==> config.mk <==
export PLATFORM = sky130hd
export DESIGN_NAME = reg_file
export DESIGN_NICKNAME = d
export VERILOG_FILES = /design/src/rtl/reg_file.sv
export SDC_FILE = /design/constraint.sdc
export NUM_CORES = 2
export LEC_CHECK = 0
export CORE_UTILIZATION = 60
export CTS_CLUSTER_SIZE = 20
export DETAILED_ROUTE_END_ITERATION = 16
export PLACE_DENSITY = 0.78
export SLEW_MARGIN = 10
export SYNTH_ARGS = -nofsm -noshare
export SYNTH_HDL_FRONTEND = slang
export SYNTH_SLANG_ARGS = --single-unit
==> constraint.sdc <==
create_clock -name clk -period 22 [get_ports clk]
set_input_delay 3.3 -clock clk [delete_from_list [all_inputs] [get_ports clk]]
set_output_delay 3.3 -clock clk [all_outputs]
set_load 0.02 [all_outputs]
==> src/rtl/reg_file.sv <==
// reg_file: 2**DEPTH_LOG2 x WIDTH general-purpose register file.
// Two operand read ports plus a debug read port, all combinational.
// One synchronous write port. r0 is hardwired to zero.
// An asynchronous active-high reset clears every register.
// With BYPASS=1, a write pending this cycle is forwarded to any read port
// that addresses the same register.
module reg_file #(
  parameter int WIDTH      = 32,
  parameter int DEPTH_LOG2 = 5,
  parameter int BYPASS     = 0
) (
  input  logic                  clk,
  input  logic                  rst,
  input  logic [DEPTH_LOG2-1:0] raddr_A,
  input  logic [DEPTH_LOG2-1:0] raddr_B,
  input  logic [DEPTH_LOG2-1:0] waddr,
  input  logic [WIDTH-1:0]      wdata,
  input  logic                  we,
  output logic [WIDTH-1:0]      rdata_A,
  output logic [WIDTH-1:0]      rdata_B,
  input  logic [DEPTH_LOG2-1:0] dbg_addr,
  output logic [WIDTH-1:0]      dbg_data
);

  localparam int DEPTH = 2 ** DEPTH_LOG2;

  // Entry 0 exists so that every address indexes the array directly.
  // It is cleared by reset and is never loaded.
  logic [WIDTH-1:0] r_mem [DEPTH];
  logic [DEPTH-1:0] w_wsel;

  // Shared read-port logic.
  // - Address 0 and active reset both force zero.
  // - The optional bypass forwards the pending write data.
  // - An X on we evaluates as false, so the stored value is returned.
  function automatic logic [WIDTH-1:0] read_sel(
    input logic [DEPTH_LOG2-1:0] a,
    input logic [WIDTH-1:0]      stored,
    input logic                  rst_i,
    input logic                  we_i,
    input logic [DEPTH_LOG2-1:0] waddr_i,
    input logic [WIDTH-1:0]      wdata_i
  );
    logic [WIDTH-1:0] v;
    if (rst_i || (a == {DEPTH_LOG2{1'b0}})) begin
      v = {WIDTH{1'b0}};
    end else if ((BYPASS != 0) && we_i && (waddr_i == a)) begin
      v = wdata_i;
    end else begin
      v = stored;
    end
    return v;
  endfunction

  // One-hot write decode. An X on we selects nothing, so an unknown enable
  // can only ever leave registers untouched.
  always_comb begin
    w_wsel = {DEPTH{1'b0}};
    for (int i = 1; i < DEPTH; i++) begin
      if (we && (waddr == DEPTH_LOG2'(i))) begin
        w_wsel[i] = 1'b1;
      end else begin
        w_wsel[i] = 1'b0;
      end
    end
  end

  // Register storage: asynchronous clear; per-entry load on the rising edge.
  always_ff @(posedge clk or posedge rst) begin
    if (rst) begin
      for (int i = 0; i < DEPTH; i++) begin
        r_mem[i] <= {WIDTH{1'b0}};
      end
    end else begin
      for (int i = 0; i < DEPTH; i++) begin
        if (w_wsel[i]) begin
          r_mem[i] <= wdata;
        end else begin
          r_mem[i] <= r_mem[i];
        end
      end
    end
  end

  // Zero-latency combinational read ports.
  always_comb begin
    rdata_A  = read_sel(raddr_A,  r_mem[raddr_A],  rst, we, waddr, wdata);
    rdata_B  = read_sel(raddr_B,  r_mem[raddr_B],  rst, we, waddr, wdata);
    dbg_data = read_sel(dbg_addr, r_mem[dbg_addr], rst, we, waddr, wdata);
  end

endmodule

==> reports/qor.csv <==
metric,value,unit
relSlewSlack,16.0,%
antenna_left,0,
max_freq,82.7,MHz
cts.sinks,992,
drive_above_1_share,43.9,%
hold_viol,0,
postSynthCellCount,4564,
fillers,7268,
grt_use_total,43.0,%
area_growth,8.74,%
finalSetupViolations,0,
synth_edf_count,0,
synth-seq-area-share,39.8,%
period_needed,12.09,ns
reg_top3,r_mem x992,
swShare,30.6,%
p_int,4.12,mW
drtPass1Iterations,9,
post_cts_resize_count,0,
crit_type,input port to primary output,
die_area,105000,µm²
dp_cells,5675,
final_cell_area,67800,µm²
fin_nets,4470,
rsz0062_at_grt,no,
synth.distinct_cells,59,
die_h,324,µm
ir_drop,0.0633,mV
grt_pass1_vias,46200,
p_leak,28.6,nW
cts_buffers,106,
clk_pin_slew,0.06,ns
seqPwrFrac,43.2,%
antenna_found_initial,13,
worstHoldPathCells,1,
routed_wl,228,mm
cp.arrival,8.79,ns
portBuffers,150,
multi_input_area,35000,µm²
critPathLaunchType,input port,
largest_register,r_mem,
async_flop_share,100,%
finalCoreUtilization,66.2,%
combPwrFrac,24.8,%
p_switching,1.82,mW
drt-initial-drc-count,7726,
clk_path_buf_depth,3,
seq_area,24800,µm²
yosysTopAreaCell,dfrtp_1,
place_hpwl,128,mm
end_kind,primary output,
grt_max_degree,132,
hold_path.class,flip-flop to flip-flop,
synth_warnings,0,
finalCritPeriodShare,54.9,%
cp.required,18.70,ns
wl_per_cell,38.8,µm
initial_utilization,60.9,%
yosys-top-cells-area,"dfrtp_1 (40%), mux2_2 (21%), mux4_2 (17%), mux2i_1 (7.3%), clkbuf_1 (1.4%)",
worst_pin_slew,1.26,ns
worstSkewPairLatency,0.70,ns
powerDensity,87.6,nW/µm²
hold_buffers,0,
cts_setup_buffers,0,
htreeDepth,3,
synth_nets,4619,
synth_flop_cell,dfrtp_1,
status,"finished, final reports clean",
synth_top_cell_area_share,39.8,%
grt_pass1_wl,330,mm
finalSetupTns,0,ns
slew_violations,0,
placementRows,117,
vias,47700,
die-width,324,µm
place_area,64100,µm²
largest_reg_flops,992,
skew,0,ns
crit_fanout,114,
synthesis.area,62300,µm²
ys_top_cells_by_count,"mux2_2 (1,135), dfrtp_1 (992), mux4_2 (475), mux2i_1 (453), clkbuf_1 (229)",
cts_root_buf,clkbuf_16,
core_area,102000,µm²
power_frac_clock,31.9,%
io_pins,151,
drv_cap,0,
layout.cells.non_filler,5886,
synth_most_common_cell,mux2_2,
drc,0,
grt-ovfl-total,0,
vias_per_cell,8.11,
rr_worst_depth,1,
cts_tree,yes,
gp_congestion,0.931,
synth_seq_cells,992,
avgSynthCellArea,13.7,µm²
[layout by cell type, fill, tap and decap left out, drive strengths merged, types with 17 or more instances in the layout]
cell type / instances
buf: 122
a2111oi: 21
or3: 27
a211oi: 32
dfrtp: 992
a32oi: 47
nand4: 18
mux2i: 453
o22ai: 45
diode: 17
nand2b: 44
clkinv: 17
mux2: 1145
a21oi: 29
a311oi: 24
o21ai: 75
mux4: 479
a22oi: 111
nand2: 115
clkdlybuf4s50: 137
a221oi: 58
inv: 21
nor2: 49
nor2b: 78
clkbuf: 160
o31ai: 24
a221o: 49
[per-layer routing]
metal | part of all wire, % | routed length [µm] | up-vias | global-route usage [%]
li1 | - | - | 17700 | -
met1 | 35 | 80300 | 24500 | 56.5
met5 | 0.042 | 96 | - | 0.408
met3 | 15 | 34700 | 1113 | 16.4
met4 | 7.5 | 17200 | 8 | 27.4
met2 | 42 | 96100 | 4418 | 59.7
[cell type report]
cell class | instances | share of cell area [%]
clock inverter | 35 | 0.661
clock buffer | 159 | 4.70
tap | 1368 | 2.53
multi-input combinational | 3036 | 51.7
timing repair buffer | 260 | 3.61
antenna | 17 | 0.0628
inverter | 19 | 0.116
sequential | 992 | 36.6
[worst max-delay path, stage by stage]
cell and delay, ns:
clkdlybuf4s50_1 0.91, inv_8 0.70, buf_4 0.66, buf_12 0.56
buf_4 0.78, nand4_1 0.22, a222oi_1 0.71, clkdlybuf4s50_1 0.74
[power by group through the flow]
stage          registers [mW]  logic [mW]  clock network [mW]
6_report                 2.57        1.48                1.90
3_3_place_gp             2.54        1.40                   0
4_1_cts                  2.54        1.44                1.90
2_1_floorplan            2.44        1.13                   0
5_1_grt                  2.60        1.54                1.96
3_5_place_dp             2.57        1.43                   0
[kinds of logic (layout without fill, tap and decap cells)]
kind of cell | count (synthesis) | count (layout) | synth area share [%]
buffers and inverters | 536 | 473 | 4.49
AO/OA/AOI/OAI | 586 | 586 | 7.27
flip-flops | 992 | 992 | 39.8
AND/OR/NAND/NOR | 373 | 373 | 3.12
other | 0 | 17 | 0
multiplexers | 2077 | 2077 | 45.3
[path summary, 6_finish.rpt]
check	start	to	slack, ns
min in group asynchronous	rst	r_mem[192]$_DFFE_PP0P_	3.75
max in group asynchronous	rst	r_mem[182]$_DFFE_PP0P_	14.17
min reg2reg	r_mem[761]$_DFFE_PP0P_	r_mem[761]$_DFFE_PP0P_	0.55
min	r_mem[761]$_DFFE_PP0P_	r_mem[761]$_DFFE_PP0P_	0.55
max reg2reg	r_mem[80]$_DFFE_PP0P_	r_mem[80]$_DFFE_PP0P_	21.14
max	rst	rdata_B[12]	9.91
[per-stage QoR]
step	power, mW	setup slack [ns]	hold WS [ns]
after CTS	5.88	10.01	0.542
after global routing	6.11	9.59	0.563
after floorplan	3.57	1.19	0.495
final	5.94	9.91	0.548
after detailed placement	4.00	10.04	0.524
after global placement	3.94	10.22	0.515
Note: power is estimated with default switching activity, not from simulation.
